## src/rtl/array_select_sequencer_if.sv

```systemverilog
// Handshake and configuration bundle for array_select_sequencer.
//   master : producer/consumer/config side (drives in_*, out_ready, cfg_*)
//   slave  : sequencer side (drives in_ready, out_valid, out_data[, cfg_err])
// Optional: ARRAY_SELECT_CFG_ERR_EN adds cfg_err (sequencer -> master).
interface array_select_sequencer_if #(
  parameter int unsigned WIDTH = 4,
  parameter int unsigned STEPS = 4
);
  localparam int unsigned SEL_W = $clog2(2 * WIDTH);
  localparam int unsigned AW    = $clog2(STEPS);

  logic                   in_valid;
  logic                   in_ready;
  logic [WIDTH-1:0]       in_data;
  logic [AW:0]            in_steps;
  logic                   out_valid;
  logic                   out_ready;
  logic [WIDTH-1:0]       out_data;
  logic                   cfg_we;
  logic [AW-1:0]          cfg_addr;
  logic [WIDTH*SEL_W-1:0] cfg_data;
`ifdef ARRAY_SELECT_CFG_ERR_EN
  logic                   cfg_err;
`endif

  modport master (
`ifdef ARRAY_SELECT_CFG_ERR_EN
    input  cfg_err,
`endif
    output in_valid, in_data, in_steps, out_ready, cfg_we, cfg_addr, cfg_data,
    input  in_ready, out_valid, out_data
  );

  modport slave (
`ifdef ARRAY_SELECT_CFG_ERR_EN
    output cfg_err,
`endif
    input  in_valid, in_data, in_steps, out_ready, cfg_we, cfg_addr, cfg_data,
    output in_ready, out_valid, out_data
  );
endinterface

```

## src/rtl/array_select_sequencer.sv

```systemverilog
// Multi-pass bit-select engine. An accepted word is run through up to STEPS passes; each pass
// rebuilds every result bit from either the original word or the previous pass result, using a
// per-pass select map held in a programmable table. One pass per clock, one word in flight.
//
// Ports:
//   CLK          rising-edge clock
//   ASYNCRESETN  asynchronous active-low reset
//   bus (slave)  in_valid/in_ready/in_data/in_steps, out_valid/out_ready/out_data,
//                cfg_we/cfg_addr/cfg_data, and cfg_err when ARRAY_SELECT_CFG_ERR_EN is defined
//
// Optional: ARRAY_SELECT_CFG_ERR_EN -> cfg_err pulses one cycle after a table write that was
// attempted outside IDLE (such writes are always dropped).
module array_select_sequencer #(
  parameter int unsigned WIDTH = 4,
  parameter int unsigned STEPS = 4,
  parameter int unsigned SEL_W = $clog2(2 * WIDTH),
  parameter int unsigned AW    = $clog2(STEPS)
) (
  input logic                     CLK,
  input logic                     ASYNCRESETN,
  array_select_sequencer_if.slave bus
);

  typedef enum logic [1:0] {StIdle, StRun, StDone} state_e;

  state_e                 state_q, state_d;
  logic [WIDTH-1:0]       orig_q, orig_d;
  logic [WIDTH-1:0]       work_q, work_d;
  logic [WIDTH-1:0]       out_data_q, out_data_d;
  logic [AW:0]            ncap_q, ncap_d;
  logic [AW-1:0]          step_q, step_d;
  logic [WIDTH*SEL_W-1:0] table_q [STEPS];

  logic                   accept;
  logic                   cfg_ok;
  logic                   last_pass;
  logic [AW:0]            steps_clamped;
  logic [WIDTH*SEL_W-1:0] cur_map;
  logic [2*WIDTH-1:0]     src;
  logic [SEL_W-1:0]       sel;
  logic [WIDTH-1:0]       pass_res;

  // in_ready is forced low while reset is asserted, not just after the state register clears.
  assign bus.in_ready  = (state_q == StIdle) & ASYNCRESETN;
  assign bus.out_valid = (state_q == StDone);
  assign bus.out_data  = out_data_q;

  assign accept = bus.in_valid & bus.in_ready;
  assign cfg_ok = bus.cfg_we & (state_q == StIdle);

  assign steps_clamped = (bus.in_steps > (AW+1)'(STEPS)) ? (AW+1)'(STEPS) : bus.in_steps;
  assign last_pass     = ({1'b0, step_q} == (ncap_q - 1'b1));

  // Shared select stage: sources 0..WIDTH-1 are orig, WIDTH..2*WIDTH-1 are work.
  assign cur_map = table_q[step_q];
  assign src     = {work_q, orig_q};

  always_comb begin
    pass_res = '0;
    sel      = '0;
    for (int i = 0; i < int'(WIDTH); i++) begin
      sel = cur_map[i*SEL_W +: SEL_W];
      if (32'(sel) < 2 * WIDTH) pass_res[i] = src[sel];
    end
  end

  always_comb begin
    state_d    = state_q;
    orig_d     = orig_q;
    work_d     = work_q;
    ncap_d     = ncap_q;
    step_d     = step_q;
    out_data_d = out_data_q;
    case (state_q)
      StIdle: begin
        if (accept) begin
          orig_d = bus.in_data;
          work_d = bus.in_data;
          ncap_d = steps_clamped;
          step_d = '0;
          if (steps_clamped == '0) begin
            state_d    = StDone;
            out_data_d = bus.in_data;
          end else begin
            state_d = StRun;
          end
        end
      end
      StRun: begin
        work_d = pass_res;
        step_d = step_q + 1'b1;
        if (last_pass) begin
          state_d    = StDone;
          out_data_d = pass_res;
        end
      end
      StDone: begin
        if (bus.out_ready) state_d = StIdle;
      end
      default: state_d = StIdle;
    endcase
  end

  always_ff @(posedge CLK or negedge ASYNCRESETN) begin
    if (!ASYNCRESETN) begin
      state_q    <= StIdle;
      orig_q     <= '0;
      work_q     <= '0;
      out_data_q <= '0;
      ncap_q     <= '0;
      step_q     <= '0;
    end else begin
      state_q    <= state_d;
      orig_q     <= orig_d;
      work_q     <= work_d;
      out_data_q <= out_data_d;
      ncap_q     <= ncap_d;
      step_q     <= step_d;
    end
  end

  // Table resets to identity so an unprogrammed pass leaves the word unchanged.
  always_ff @(posedge CLK or negedge ASYNCRESETN) begin
    if (!ASYNCRESETN) begin
      for (int k = 0; k < int'(STEPS); k++) begin
        for (int i = 0; i < int'(WIDTH); i++) begin
          table_q[k][i*SEL_W +: SEL_W] <= SEL_W'(i);
        end
      end
    end else if (cfg_ok && (32'(bus.cfg_addr) < STEPS)) begin
      table_q[bus.cfg_addr] <= bus.cfg_data;
    end
  end

`ifdef ARRAY_SELECT_CFG_ERR_EN
  logic cfg_err_q;

  always_ff @(posedge CLK or negedge ASYNCRESETN) begin
    if (!ASYNCRESETN) cfg_err_q <= 1'b0;
    else              cfg_err_q <= bus.cfg_we & (state_q != StIdle);
  end

  assign bus.cfg_err = cfg_err_q;
`endif

endmodule

```

## src/flat_wrapper.sv

```systemverilog
// flat-port wrapper written by rule: the top's interface ports become plain ports
module array_select_sequencer_flat 
#(
  parameter int unsigned WIDTH = 4,
  parameter int unsigned STEPS = 4,
  parameter int unsigned SEL_W = $clog2(2 * WIDTH),
  parameter int unsigned AW    = $clog2(STEPS)
)
  (CLK, ASYNCRESETN, bus_in_valid, bus_in_data, bus_in_steps, bus_out_ready, bus_cfg_we, bus_cfg_addr, bus_cfg_data, bus_in_ready, bus_out_valid, bus_out_data);
  array_select_sequencer_if #(.WIDTH(WIDTH), .STEPS(STEPS)) bus_i ();
  input logic CLK;
  input logic ASYNCRESETN;
  input wire logic [$bits(bus_i.in_valid)-1:0] bus_in_valid;
  input wire logic [$bits(bus_i.in_data)-1:0] bus_in_data;
  input wire logic [$bits(bus_i.in_steps)-1:0] bus_in_steps;
  input wire logic [$bits(bus_i.out_ready)-1:0] bus_out_ready;
  input wire logic [$bits(bus_i.cfg_we)-1:0] bus_cfg_we;
  input wire logic [$bits(bus_i.cfg_addr)-1:0] bus_cfg_addr;
  input wire logic [$bits(bus_i.cfg_data)-1:0] bus_cfg_data;
  output wire logic [$bits(bus_i.in_ready)-1:0] bus_in_ready;
  output wire logic [$bits(bus_i.out_valid)-1:0] bus_out_valid;
  output wire logic [$bits(bus_i.out_data)-1:0] bus_out_data;
  assign bus_i.in_valid = bus_in_valid;
  assign bus_i.in_data = bus_in_data;
  assign bus_i.in_steps = bus_in_steps;
  assign bus_i.out_ready = bus_out_ready;
  assign bus_i.cfg_we = bus_cfg_we;
  assign bus_i.cfg_addr = bus_cfg_addr;
  assign bus_i.cfg_data = bus_cfg_data;
  assign bus_in_ready = bus_i.in_ready;
  assign bus_out_valid = bus_i.out_valid;
  assign bus_out_data = bus_i.out_data;
  array_select_sequencer #(.WIDTH(WIDTH), .STEPS(STEPS), .SEL_W(SEL_W), .AW(AW)) u_core (.CLK(CLK), .ASYNCRESETN(ASYNCRESETN), .bus(bus_i));
endmodule
```

## config.mk

```make
export PLATFORM = sky130hd
export DESIGN_NAME = array_select_sequencer_flat
export DESIGN_NICKNAME = d
export VERILOG_FILES = /design/src/rtl/array_select_sequencer_if.sv /design/src/rtl/array_select_sequencer.sv /design/src/flat_wrapper.sv
export SDC_FILE = /design/constraint.sdc
export NUM_CORES = 1
export LEC_CHECK = 0
export ABC_AREA = 1
export CORE_MARGIN = 1.5
export CORE_UTILIZATION = 59
export CTS_CLUSTER_SIZE = 16
export DETAILED_ROUTE_END_ITERATION = 12
export PLACE_DENSITY = 0.77
export SYNTH_ARGS = -nofsm -noshare
export SYNTH_HDL_FRONTEND = slang
export SYNTH_SLANG_ARGS = --single-unit
```

## constraint.sdc

```tcl
create_clock -name CLK -period 2.4 [get_ports CLK]
set_input_delay 0.24 -clock CLK [delete_from_list [all_inputs] [get_ports CLK]]
set_output_delay 0.24 -clock CLK [all_outputs]
set_load 0.01 [all_outputs]
```

# Word-level counts from Yosys, hierarchy flattened
# Index checks and enable logic that the tools add are counted.
# classes
add_sub_neg,2
n_lt_le_gt_ge,8
n_eq_ne,7
mux,28
bitwise_logic,5
reduce_logical,8
# op_table
operator,n
48-bit bitwise mux,1
12-bit 2-to-1 mux,3
12-bit binary-select mux with 2-bit select,1
12-bit demux with 2-bit select,1
"3-bit by 4-bit < comparator with 1-bit output, second input constant",4
4-bit 2-to-1 mux,4
4-bit one-hot mux with 2 select lines,2
1-bit binary-select mux with 3-bit select,4
2-bit 2-to-1 mux,5
"3-bit >= comparator, second input constant",2
2-bit inverter with 3-bit output,2
2-bit one-hot mux with 3 select lines,1
1-bit 2-to-1 mux,4
"2-bit by 1-bit inequality test with 1-bit output, second input constant",2
"2-bit inequality test, second input constant",2
2-bit one-hot mux with 2 select lines,1
2-bit AND reduction,2
4-bit AND reduction,1
1-bit AND,3
2-bit by 3-bit == test with 1-bit output,1
"3-bit greater-than comparator, second input constant",1
3-bit logical NOT,1
"3-bit by 1-bit < comparator with 1-bit output, second input constant",1
3-bit 2-to-1 mux,1
other kinds (8),8
# totals
ff_bits,67

# Longest topological paths before layout
# Gate-level depths: netlist of the first run.
# depth
depth_word,8
ltp_mapped,12

# Worst setup path before layout of the first run
# No wires, ideal clock.
# synth_timing
path_kind,reg2reg
start,register u_core.ncap_q[0]
end,"register u_core.out_data_q[0], in the netlist u_core.bus.out_data[0]"
arrival_ns,1.381
path_slack_ns,0.903
stages_incl_launch_ff,9
cell_sequence,dfrtp_1 inv_1 ha_1 nand2_1 o21ai_1 o31ai_2 nand3_2 nand2_1 nand2_1
# synth_between
elab_chain_cells,4
# synth_rtl
element,line_no,rtl
from (decl),array_select_sequencer.sv:30,"logic [AW:0] ncap_q, ncap_d;"
from (signal assigned),array_select_sequencer.sv:117,ncap_q <= ncap_d;
3-bit by 1-bit subtractor with 3-bit output,array_select_sequencer.sv:52,"assign last_pass = ({1'b0, step_q} == (ncap_q - 1'b1));"
2-bit by 3-bit == test with 1-bit output,array_select_sequencer.sv:52,
2-bit by 1-bit inequality test with 1-bit output (no source line),n/a,
4-bit AND reduction (no source line),n/a,
to (signal assigned),array_select_sequencer.sv:116,out_data_q <= out_data_d;
to (decl),array_select_sequencer.sv:29,"logic [WIDTH-1:0] out_data_q, out_data_d;"
# No other way between the ends.
# A chain may end at the register's enable or synchronous reset.

# Final worst setup path of the first run
# layout_timing
start,register u_core.step_q[1]
end,register u_core.work_q[3]
# layout_between
elab_chain_cells,7
# layout_rtl
element,line_no,rtl
from (decl),array_select_sequencer.sv:31,"logic [AW-1:0] step_q, step_d;"
from (signal assigned),array_select_sequencer.sv:118,step_q <= step_d;
2-bit inverter with 3-bit output (not written as such),array_select_sequencer.sv:55,assign cur_map = table_q[step_q];
12-bit binary-select mux with 2-bit select,array_select_sequencer.sv:55,
12-bit 2-to-1 mux (not written as such) (2 in series),array_select_sequencer.sv:55,
1-bit binary-select mux with 3-bit select,array_select_sequencer.sv:63,if (32'(sel) < 2 * WIDTH) pass_res[i] = src[sel];
1-bit 2-to-1 mux (not written as such),array_select_sequencer.sv:63,
4-bit one-hot mux with 2 select lines,array_select_sequencer.sv:74,case (state_q)
to (signal assigned),array_select_sequencer.sv:115,work_q <= work_d;
to (decl),array_select_sequencer.sv:28,"logic [WIDTH-1:0] work_q, work_d;"
# No other way between the ends. The select of a mux whose other input is x is not followed.

==> results of run 1 <==
-- logic make-up (layout without fill, tap and decap cells) --
logic type	after synthesis	after routing	synth area share (%)
compound gates	81	81	11.9
xor+xnor	1	1	0.241
flops	67	67	46.6
fa+ha+maj	1	1	0.344
buf+inv	64	100	9.04
simple gates	254	254	31.9
-- per-stage QoR --
step	util (%)	setup slack, ns	cell area, um2	std cells
6_report	70.5	0.338	4170	579
5_1_grt	70.5	0.194	4170	579
4_1_cts	70.5	0.335	4170	579
3_5_place_dp	66.8	0.350	3950	563
3_3_place_gp	66.8	0.471	3950	563
2_1_floorplan	-	0.903	3640	468
-- layer usage --
metal	up-vias	GRT usage (%)	part of all wire, %
met4	0	9.14	1.7
met5	-	0	0
met3	15	7.67	5.5
met2	103	46.0	49
met1	1564	37.1	44
li1	1564	-	-
-- final cells by class --
| class | instances | area (um2) | share of cell area [%] |
|---|---|---|---|
| timing repair buffer | 38 | 370 | 8.88 |
| tap | 75 | 93.8 | 2.25 |
| sequential | 67 | 1700 | 40.7 |
| multi-input combinational | 337 | 1610 | 38.7 |
| inverter | 46 | 179 | 4.29 |
| clock inverter | 4 | 73.8 | 1.77 |
| clock buffer | 12 | 145 | 3.48 |
-- cell usage in the layout, fill, tap and decap left out, drive strengths merged, types with 2 or more instances in the layout --
| cell type | count |
|---|---|
| nand2 | 166 |
| o21ai | 71 |
| nand3 | 53 |
| dfrtp | 51 |
| inv | 45 |
| nor2 | 31 |
| clkdlybuf4s50 | 30 |
| dfstp | 16 |
| clkbuf | 12 |
| buf | 8 |
| o22ai | 5 |
| nand3b | 4 |
| clkinv | 3 |
| a21oi | 2 |
| bufinv | 2 |
-- sequential cells by signal, indices dropped and copies added, names as in the netlist --
signal               count
u_core.orig_q            4
u_core.step_q            2
u_core.work_q            4
u_core.table_q          48
u_core.bus.out_data      4
u_core.state_q           2
u_core.ncap_q            3
-- how the worst min path moves through the flow --
stage / endpoint / from / cells after the start / slack (ns)
2_1_floorplan: u_core.bus.out_data[0] / ASYNCRESETN / 0 / -0.06
3_3_place_gp: u_core.table_q[17] / u_core.table_q[17] / 2 / 0.46
3_5_place_dp: u_core.work_q[2] / u_core.work_q[2] / 2 / 0.47
4_1_cts: u_core.table_q[40] / ASYNCRESETN / 2 / 0.11
5_1_grt: u_core.bus.out_data[3] / ASYNCRESETN / 2 / 0.16
6_report: u_core.table_q[4] / ASYNCRESETN / 2 / 0.07
-- power groups by stage --
stage	combinational, mW	clock [mW]	sequential, mW
after floorplan	2.32	0	1.99
after global placement	2.68	0	2.14
after detailed placement	2.80	0	2.16
after CTS	2.83	1.06	2.15
after global routing	3.22	1.11	2.22
final	2.87	1.05	2.16
==> implementation parameters, run 1 <==
Parameter                              Value

Timing
  Final setup violating endpoints ... 0
  Worst hold margin ... 0.0718 ns
  Maximum clock frequency ... 485 MHz
  Count of pins over their slew limit ... 0
  Fin crit share ... 85.9%
  Time the final worst path needs with I/O delays and setup ... 2.06 ns
  Setup repair after global routing missed its margin ... false
  Final hold violations ... 0
  Setup total negative slack ... 0 ns
  Worst-case headroom to the max-slew limit ... 44.9%
  Post-route clock skew ... 0.00982 ns
  Transition at the pin with the smallest max-transition slack ... 0.826 ns

Finish
  Fraction of layout instances using a drive strength above 1 ... 13.3%
  N_diodes ... 0
  Area growth from synthesis to layout ... 14.6%
  Filler instances ... 458
  Final #Nets ... 526

Synth
  Post-synthesis instance area ... 0.00364 mm2
  Number of enable flip-flop cells after synthesis ... 0
  Most common cell in the synthesized netlist ... nand2_1
  Yosys warns ... 0
  Unique masters post-synth ... 29
  Area leader, netlist ... dfrtp_1
  Post-synthesis instance total ... 468
  Async set-reset flop share out of synthesis ... 100%
  Fraction of synthesized cell area taken by the top area cell type ... 35.1%
  Syn nets ... 495
  Sequential-to-total area share from yosys stat ... 46.6%
  Dominant register cell in the synthesized netlist ... dfrtp_1
  Yosys reg bits ... 67
  Most frequent cells after synthesis ... nand2_1 (155), o21ai_0 (63), dfrtp_1 (51)
  Top post-synthesis cells by area ... dfrtp_1 (35%), nand2_1 (16%), dfstp_2 (12%), o21ai_0 (8.7%), nand3_1 (6.1%)
  Syn avg cell area ... 7.77 um2

Pwr
  VDD IR max ... 0.738 mV
  Power per cell area ... 1460 mW/mm2
  Switching part of the total power ... 43.1%
  Gate power share ... 47.3%
  Internal power ... 3.45 mW
  Power after layout ... 6.07 mW
  Switching power ... 2.62 mW
  Sequential Power Share ... 35.5%
  Clk pwr share ... 17.2%
  Leakage dissipation ... 2.04 nW

Floorplanning
  Die H ... 81.5 um
  Effective utilization at floorplan ... 61.5%
  Die footprint ... 0.00665 mm2
  Cell row count ... 28
  Number of top-level design ports ... 32
  Core Region ... 0.00592 mm2
  Chip width ... 81.5 um

CTS
  Number of setup buffers added after CTS ... 0
  Resized Gates After CTS ... 0
  Source-to-sink clock delay at the later pin of the worst-skew pair ... 0.35 ns
  Post-CTS Hold Buffers ... 0
  Number of H-tree levels ... 3
  TritonCTS Buffers ... 9
  Clock transition at path regs ... 0.07 ns
  Root Buffer Master ... clkbuf_8
  Clock tree from TritonCTS ... done
  Sinks on Clock Net ... 67
  Number of buffers between clock root and the deepest sink ... 2

Worst setup path
  Number of buffers and inverters on the critical path ... 1
  WP depth ... 10
  R2R Path Start ... u_core.step_q[1]
  Maximum fanout along the worst path ... 19
  Worst setup slack for register-to-register paths ... 0.34 ns
  Worst setup path end ... u_core.work_q[3]
  Slowest library cell on the worst path ... dfrtp_1
  Critical R2R Capture ... u_core.work_q[3]
  Sequence of cells on the critical path ... inv_4 > nor2_1 > nand2_1 > nand2_1 > nand3_1 > nand3_1 > nand3_1 > nand2_1 > nand2_1 > nand2_1
  Critical path data required time ... 2.69 ns
  Worst path most repeated cell ... nand2_1
  Highest cell delay on the worst timing path ... 0.88 ns
  Worst r2r path cells ... 10
  Arrival @ worst endpoint ... 2.35 ns
  Top Family by Delay on Critical Path ... flip-flops
  Worst setup path category ... flip-flop to flip-flop
  Crit start category ... flip-flop
  Crit path capture type ... flip-flop
  Critical path launch point ... u_core.step_q[1]

Hold path
  Hold WC Path Type ... input pin to async pin

GRT
  Via count of the first global-routing pass ... 3,003
  Total gr overflow ... 0
  Global routing usage summed across all routing layers ... 28.4%
  Number of antenna violations at the first check in global routing ... 0
  Wire length of the first global-routing pass ... 14,100 um
  Maximum number of pins on one net before global-route repair ... 68

Flow run
  Max capacitance violation total ... 0

Placement
  Number of port buffers ... 31
  RD Place Congestion ... 0.891
  Dpl hpwl ... 5930 um

Drt
  Number of vias in the routed layout ... 3,246
  DRT Pass-1 Iters ... 6
  Total wirelength of the detailed-routed design ... 8490 um
  Mean number of vias per cell ... 5.61
  ANT nets after route ... 0
  Mean routed wirelength per cell ... 14.7 um
  DRC marker count from the first detailed-route iteration ... 349
  Residual DRC count ... 0

Status
  Outcome ... finished clean
Note: power is estimated with default switching activity, not from simulation.
==> run 2: changes to the inputs <==
--- a/config.mk
+++ b/config.mk
@@ -6,7 +6,7 @@
 export NUM_CORES = 1
 export LEC_CHECK = 0
 export ABC_AREA = 1
-export CORE_MARGIN = 1.5
+export CORE_MARGIN = 2
 export CORE_UTILIZATION = 59
 export CTS_CLUSTER_SIZE = 16
 export DETAILED_ROUTE_END_ITERATION = 12
==> run 2 against run 1 <==
Net effect:
- first-iteration DRC count down 15%
- highest routed layer unchanged
- register-to-register slack improved by 0.16 ns
- global-route usage fell by 1.1 points
- core utilization decreased by 0.73 points
==> implementation parameters, run 2 (synthesis results as in run 1) <==
Parameter                              Value

Status
  Outcome ... finished clean

Drt
  Mean number of vias per cell ... 5.40 (-3.6%)
  ANT nets after route ... 0 (unchanged)
  Total wirelength of the detailed-routed design ... 8480 um (about the same)
  DRT Pass-1 Iters ... 5 (-1)
  Number of vias in the routed layout ... 3,129 (-3.6%)
  Residual DRC count ... 0 (unchanged)
  DRC marker count from the first detailed-route iteration ... 295 (-15%)
  Mean routed wirelength per cell ... 14.6 um (about the same)

Pwr
  VDD IR max ... 0.751 mV (+1.8%)
  Power per cell area ... 1450 mW/mm2 (-0.13%)
  Leakage dissipation ... 2.03 nW (-0.47%)

GRT
  Number of antenna violations at the first check in global routing ... 0 (unchanged)
  Met3 track demand over resource ... 6.63% (-1.0 points)
  Via count of the first global-routing pass ... 2,843 (-5.3%)
  Wire length of the first global-routing pass ... 13,700 um (-2.5%)
  Grt met2 use ... 41.6% (-4.3 points)
  Maximum number of pins on one net before global-route repair ... 68 (unchanged)
  Global routing usage summed across all routing layers ... 27.3% (-1.1 points)
  Layer carrying the most global-route usage ... met2
  Total gr overflow ... 0 (unchanged)
  Met1 capacity usage during global routing ... 37.4% (+0.39 points)

Worst setup path
  Crit start category ... flip-flop
  Critical path launch point ... u_core.step_q[1]
  R2R Path Start ... u_core.step_q[1]
  Sequence of cells on the critical path ... inv_4 > nand3_2 > nand2_2 > nand2_1 > nand3_1 > nand3b_1 > nand3_1 > nand2_1 > nand2_1 > nand2_1
  Worst setup path end ... u_core.work_q[3]
  Worst setup slack for register-to-register paths ... 0.50 ns (+0.16 ns)
  Critical path data required time ... 2.69 ns (about the same)
  WP depth ... 10 (unchanged)
  Highest cell delay on the worst timing path ... 0.74 ns (-0.14 ns)
  Maximum fanout along the worst path ... 18 (-1)
  Critical R2R Capture ... u_core.work_q[3]
  Crit path capture type ... flip-flop
  Arrival @ worst endpoint ... 2.19 ns (-0.16 ns)
  Top Family by Delay on Critical Path ... simple AND/OR/NAND/NOR gates
  Worst r2r path cells ... 10 (unchanged)
  Worst setup path category ... flip-flop to flip-flop
  Number of buffers and inverters on the critical path ... 1 (unchanged)
  Worst path most repeated cell ... nand2_1
  Slowest library cell on the worst path ... dfrtp_1

CTS
  Number of H-tree levels ... 3 (unchanged)
  Clock transition at path regs ... 0.07 ns (about the same)
  Resized Gates After CTS ... 0 (unchanged)
  TritonCTS Buffers ... 9 (unchanged)
  Post-CTS Hold Buffers ... 0 (unchanged)
  Number of buffers between clock root and the deepest sink ... 2 (unchanged)
  Root Buffer Master ... clkbuf_8
  Source-to-sink clock delay at the later pin of the worst-skew pair ... 0.36 ns (about the same)
  Clock tree from TritonCTS ... done
  Sinks on Clock Net ... 67 (unchanged)
  Number of setup buffers added after CTS ... 0 (unchanged)

Floorplanning
  Cell row count ... 28 (unchanged)
  Number of top-level design ports ... 32 (unchanged)
  Core Region ... 0.00596 mm2 (+0.59%)
  Effective utilization at floorplan ... 61.1% (-0.36 points)
  Die footprint ... 0.00681 mm2 (+2.5%)
  Die H ... 82.5 um (+1.2%)
  Chip width ... 82.5 um (+1.2%)

Timing
  Post-route clock skew ... 0.00749 ns (-0.00234 ns)
  Final setup violating endpoints ... 0 (unchanged)
  Maximum clock frequency ... 526 MHz (+8.5%)
  Fin crit share ... 79.2% (-6.7 points)
  Worst-case headroom to the max-slew limit ... 44.0% (-0.88 points)
  Time the final worst path needs with I/O delays and setup ... 1.90 ns (-0.161 ns)
  Final hold violations ... 0 (unchanged)
  Setup repair after global routing missed its margin ... false
  Count of pins over their slew limit ... 0 (unchanged)
  Transition at the pin with the smallest max-transition slack ... 0.840 ns (+0.0131 ns)
  Setup total negative slack ... 0 ns (unchanged)

Placement
  RD Place Congestion ... 0.938 (+5.3%)
  Total cell area at the placement stage ... 0.00394 mm2 (-0.32%)
  Dpl hpwl ... 5780 um (-2.5%)
  Number of port buffers ... 31 (unchanged)

Finish
  Flip-flop count of the largest register, all copies and words added ... 48 (unchanged)
  Fraction of layout instances using a drive strength above 1 ... 12.9% (-0.40 points)
  Area growth from synthesis to layout ... 14.1%
  Leading cell types in the layout, fill and taps excluded ... nand2_1 (155), o21ai_0 (63), dfrtp_1 (51)
  N_diodes ... 0 (unchanged)
  Filler instances ... 497 (+8.5%)
  Most common cell after layout, fill and taps aside ... nand2_1
  Final #Nets ... 526 (unchanged)
  Final Instance Area ... 0.00415 mm2 (-0.45%)
  Top register by number of flip-flops ... u_core.table_q

Hold path
  Hold WC Path Type ... input pin to async pin

Flow run
  Max capacitance violation total ... 0 (unchanged)
run 2: area by class of cell:
class	instances	area (um2)	share of cell area [%]
clock buffers	14	153	3.68
clock inverters	2	60.1	1.45
inverters	46	179	4.31
multi-input cells	337	1610	38.8
flip-flops and latches	67	1700	40.9
well taps	75	93.8	2.26
repair buffers	38	358	8.62
run 2: per-layer routing:
layer	share of wire, %	wire [um]	up-vias
li1	-	-	1565
met1	47	3980	1440
met2	45	3840	105
met3	5.4	459	19
met4	2.4	201	0
met5	0	0	-
run 2: worst min-delay path by stage:
stage	endpoint	cells past startpoint
2_1_floorplan	u_core.bus.out_data[0]	0
3_3_place_gp	u_core.table_q[12]	2
3_5_place_dp	u_core.work_q[2]	2
4_1_cts	u_core.bus.out_data[2]	2
5_1_grt	u_core.state_q[1]	2
6_report	u_core.bus.out_data[2]	2
run 2: per-stage QoR:
step	hold slack [ns]	power (mW)	std cells	utilization, %	setup slack, ns
global route	0.163	6.53	579	69.7	0.338
CTS	0.128	6.00	579	69.7	0.508
floorplan	-0.0556	4.31	468	-	0.903
finish	0.0961	6.04	579	69.7	0.499
global placement	0.468	4.79	563	66.2	0.633
detailed placement	0.472	4.92	563	66.2	0.513
run 2: power breakdown:
part	internal, mW	switching (mW)	leakage [nW]
Sequential	1.75	0.367	0.803
Combinational	1.07	1.80	1.12
Clock	0.616	0.436	0.105
Total	3.43	2.61	2.03
==> run 3: changes to the inputs <==
--- a/config.mk
+++ b/config.mk
@@ -7,10 +7,10 @@
 export LEC_CHECK = 0
 export ABC_AREA = 1
 export CORE_MARGIN = 2
-export CORE_UTILIZATION = 59
+export CORE_UTILIZATION = 52
 export CTS_CLUSTER_SIZE = 16
 export DETAILED_ROUTE_END_ITERATION = 12
-export PLACE_DENSITY = 0.77
+export PLACE_DENSITY = 0.72
 export SYNTH_ARGS = -nofsm -noshare
 export SYNTH_HDL_FRONTEND = slang
 export SYNTH_SLANG_ARGS = --single-unit
==> constraint.sdc (replaced) <==
create_clock -name CLK -period 1.7 [get_ports CLK]
set_input_delay 0.17 -clock CLK [delete_from_list [all_inputs] [get_ports CLK]]
set_output_delay 0.17 -clock CLK [all_outputs]
set_load 0.01 [all_outputs]
==> run 3 against run 2 <==
Net effect:
- sequential power up 42%
- highest routed layer unchanged
- critical path depth grew 1
- register-to-register slack worse by 0.48 ns
- clock-buffer cell count decreased by 4
- clock skew increased by 0.0023 ns
==> implementation parameters, run 3 (synthesis results as in run 1) <==
Parameter                              Value

Status
  Outcome ... finished clean

Finish
  Final Core Density ... 66.7% (-3.0 points)
  Most common cell after layout, fill and taps aside ... nand2_1
  Filler instances ... 581 (+17%)
  Top register by number of flip-flops ... u_core.table_q
  Footprint of the multi-input gates ... 0.00175 mm2 (+8.5%)
  Flip-flop and latch area ... 0.00170 mm2 (about the same)
  Area growth from synthesis to layout ... 24.6%
  N_diodes ... 0 (unchanged)
  Final Instance Area ... 0.00453 mm2 (+9.2%)
  Leading cell types in the layout, fill and taps excluded ... nand2_1 (144), o21ai_0 (60), dfrtp_1 (50)
  Fraction of layout instances using a drive strength above 1 ... 20.4% (+7.5 points)
  Flip-flop count of the largest register, all copies and words added ... 48 (unchanged)
  Final #Nets ... 536 (+1.9%)

Drt
  DRT Pass-1 Iters ... 5 (unchanged)
  Met2 wirelength from detailed routing ... 4260 um (+11%)
  DRC marker count from the first detailed-route iteration ... 290 (-1.7%)
  Topmost layer with routed signal wires ... met4
  Residual DRC count ... 0 (unchanged)
  Mean number of vias per cell ... 5.34 (-1.3%)
  ANT nets after route ... 0 (unchanged)
  Mean routed wirelength per cell ... 14.4 um (-1.6%)
  Met3 routed wirelength ... 490 um (+6.8%)
  Number of vias in the routed layout ... 3,255 (+4.0%)
  Detailed-routing wirelength on met1 ... 3890 um (-2.2%)
  Total wirelength of the detailed-routed design ... 8790 um (+3.7%)

Worst setup path
  Crit path capture type ... flip-flop
  Slowest library cell on the worst path ... dfrtp_2
  Worst setup path category ... flip-flop to flip-flop
  Crit start category ... flip-flop
  Critical path data required time ... 1.98 ns (-0.71 ns)
  Highest cell delay on the worst timing path ... 0.53 ns (-0.21 ns)
  Maximum fanout along the worst path ... 6 (-12)
  Arrival @ worst endpoint ... 1.96 ns (-0.23 ns)
  Sequence of cells on the critical path ... buf_12 > clkbuf_16 > o21ai_4 > nand2_1 > nand2_1 > nand3_1 > nand3_1 > nand3_1 > nand2_1 > nand2_1 > nand2_1
  Top Family by Delay on Critical Path ... simple AND/OR/NAND/NOR gates
  Number of buffers and inverters on the critical path ... 2 (+1)
  Worst path most repeated cell ... nand2_1

Timing
  Final hold violations ... 0 (unchanged)
  Setup repair after global routing missed its margin ... true
  Post-route clock skew ... 0.00978 ns (+0.00229 ns)
  Worst-case headroom to the max-slew limit ... 44.3% (+0.23 points)
  Count of pins over their slew limit ... 0 (unchanged)
  Fin crit share ... 98.8% (+20 points)
  Maximum clock frequency ... 595 MHz (+13%)
  Worst hold margin ... 0.0123 ns (-0.0838 ns)
  Time the final worst path needs with I/O delays and setup ... 1.68 ns (-0.220 ns)
  Final setup violating endpoints ... 0 (unchanged)
  Transition at the pin with the smallest max-transition slack ... 0.836 ns (-0.00343 ns)
  Setup total negative slack ... 0 ns (unchanged)
  Post-route worst setup slack ... 0.0198 ns (-0.480 ns)

GRT
  Wire length of the first global-routing pass ... 13,700 um (-0.40%)
  Maximum number of pins on one net before global-route repair ... 68 (unchanged)
  Via count of the first global-routing pass ... 2,911 (+2.4%)
  Global routing usage summed across all routing layers ... 22.9% (-4.4 points)
  Number of antenna violations at the first check in global routing ... 0 (unchanged)
  Total gr overflow ... 0 (unchanged)

Floorplanning
  Effective utilization at floorplan ... 53.6% (-7.5 points)
  Core Region ... 0.00679 mm2 (+14%)
  Number of top-level design ports ... 32 (unchanged)
  Cell row count ... 30 (+7.1%)
  Chip width ... 87.7 um (+6.2%)
  Die H ... 87.7 um (+6.2%)
  Die footprint ... 0.00768 mm2 (+13%)

Pwr
  Power per cell area ... 2100 mW/mm2 (+44%)
  VDD IR max ... 0.886 mV (+18%)
  Leakage dissipation ... 2.19 nW (+7.9%)

Placement
  Number of port buffers ... 31 (unchanged)
  Pre-CTS WS ... 0.0594 ns (-0.454 ns)
  Dpl hpwl ... 5500 um (-4.8%)
  RD Place Congestion ... 0.805 (-14%)
  Total cell area at the placement stage ... 0.00402 mm2 (+2.1%)

CTS
  Post-CTS Hold Buffers ... 0 (unchanged)
  Clock tree from TritonCTS ... done
  Clock transition at path regs ... 0.08 ns (about the same)
  Source-to-sink clock delay at the later pin of the worst-skew pair ... 0.35 ns (about the same)
  Number of buffers between clock root and the deepest sink ... 2 (unchanged)
  Root Buffer Master ... clkbuf_8
  TritonCTS Buffers ... 9 (unchanged)
  Number of H-tree levels ... 3 (unchanged)
  Sinks on Clock Net ... 67 (unchanged)

Hold path
  Hold WC Path Type ... input pin to async pin

Flow run
  Max capacitance violation total ... 0 (unchanged)
==> run 3: per-layer routing <==
layer / vias to the layer above / global-route usage (%)
li1: 1586 / -
met1: 1545 / 31.8
met2: 108 / 35.1
met3: 16 / 4.62
met4: 0 / 9.65
met5: - / 0
==> run 3: area by class of cell <==
cell class              count  share of cell area [%]
flip-flops and latches     67                    37.5
multi-input cells         337                    38.6
clock buffers              10                    3.04
inverters                  46                    4.09
repair buffers             48                    11.7
clock inverters             6                    2.48
well taps                  96                    2.65
==> run 3: path summary, 6_finish.rpt <==
kind,endpoint,start,slack (ns),cells after the start
hold / removal,u_core.orig_q[2],ASYNCRESETN,0.01,2
min in group CLK,u_core.table_q[34],bus_cfg_data[10],0.41,3
setup reg to reg,u_core.work_q[2],u_core.step_q[0],0.02,11
max in group asynchronous,u_core.step_q[0],ASYNCRESETN,1.08,2
hold reg to reg,u_core.bus.out_data[0],u_core.bus.out_data[0],0.48,2
setup / recovery,u_core.work_q[2],u_core.step_q[0],0.02,11
==> run 3: where the power goes <==
group	internal [mW]	leakage (nW)	switching [mW]
registers	2.47	0.802	0.534
clock network	1.02	0.126	0.639
logic	2.00	1.26	2.85
==> run 3: repair_timing <==
| item | CTS | global route |
|---|---|---|
| gates cloned | 0 | 4 |
| resized for setup | 1 | 41 |
| buffers inserted | 0 | 2 |
| setup endpoints to repair | 1 | 10 |
| hold endpoints to repair | 0 | 0 |
| pin swaps | 0 | 31 |
==> run 3: stage by stage <==
stage / total power [mW] / instances
floorplan: 6.09 / 468
global placement: 6.89 / 588
detailed placement: 7.04 / 588
CTS: 8.71 / 604
global route: 10.2 / 610
finish: 9.51 / 610
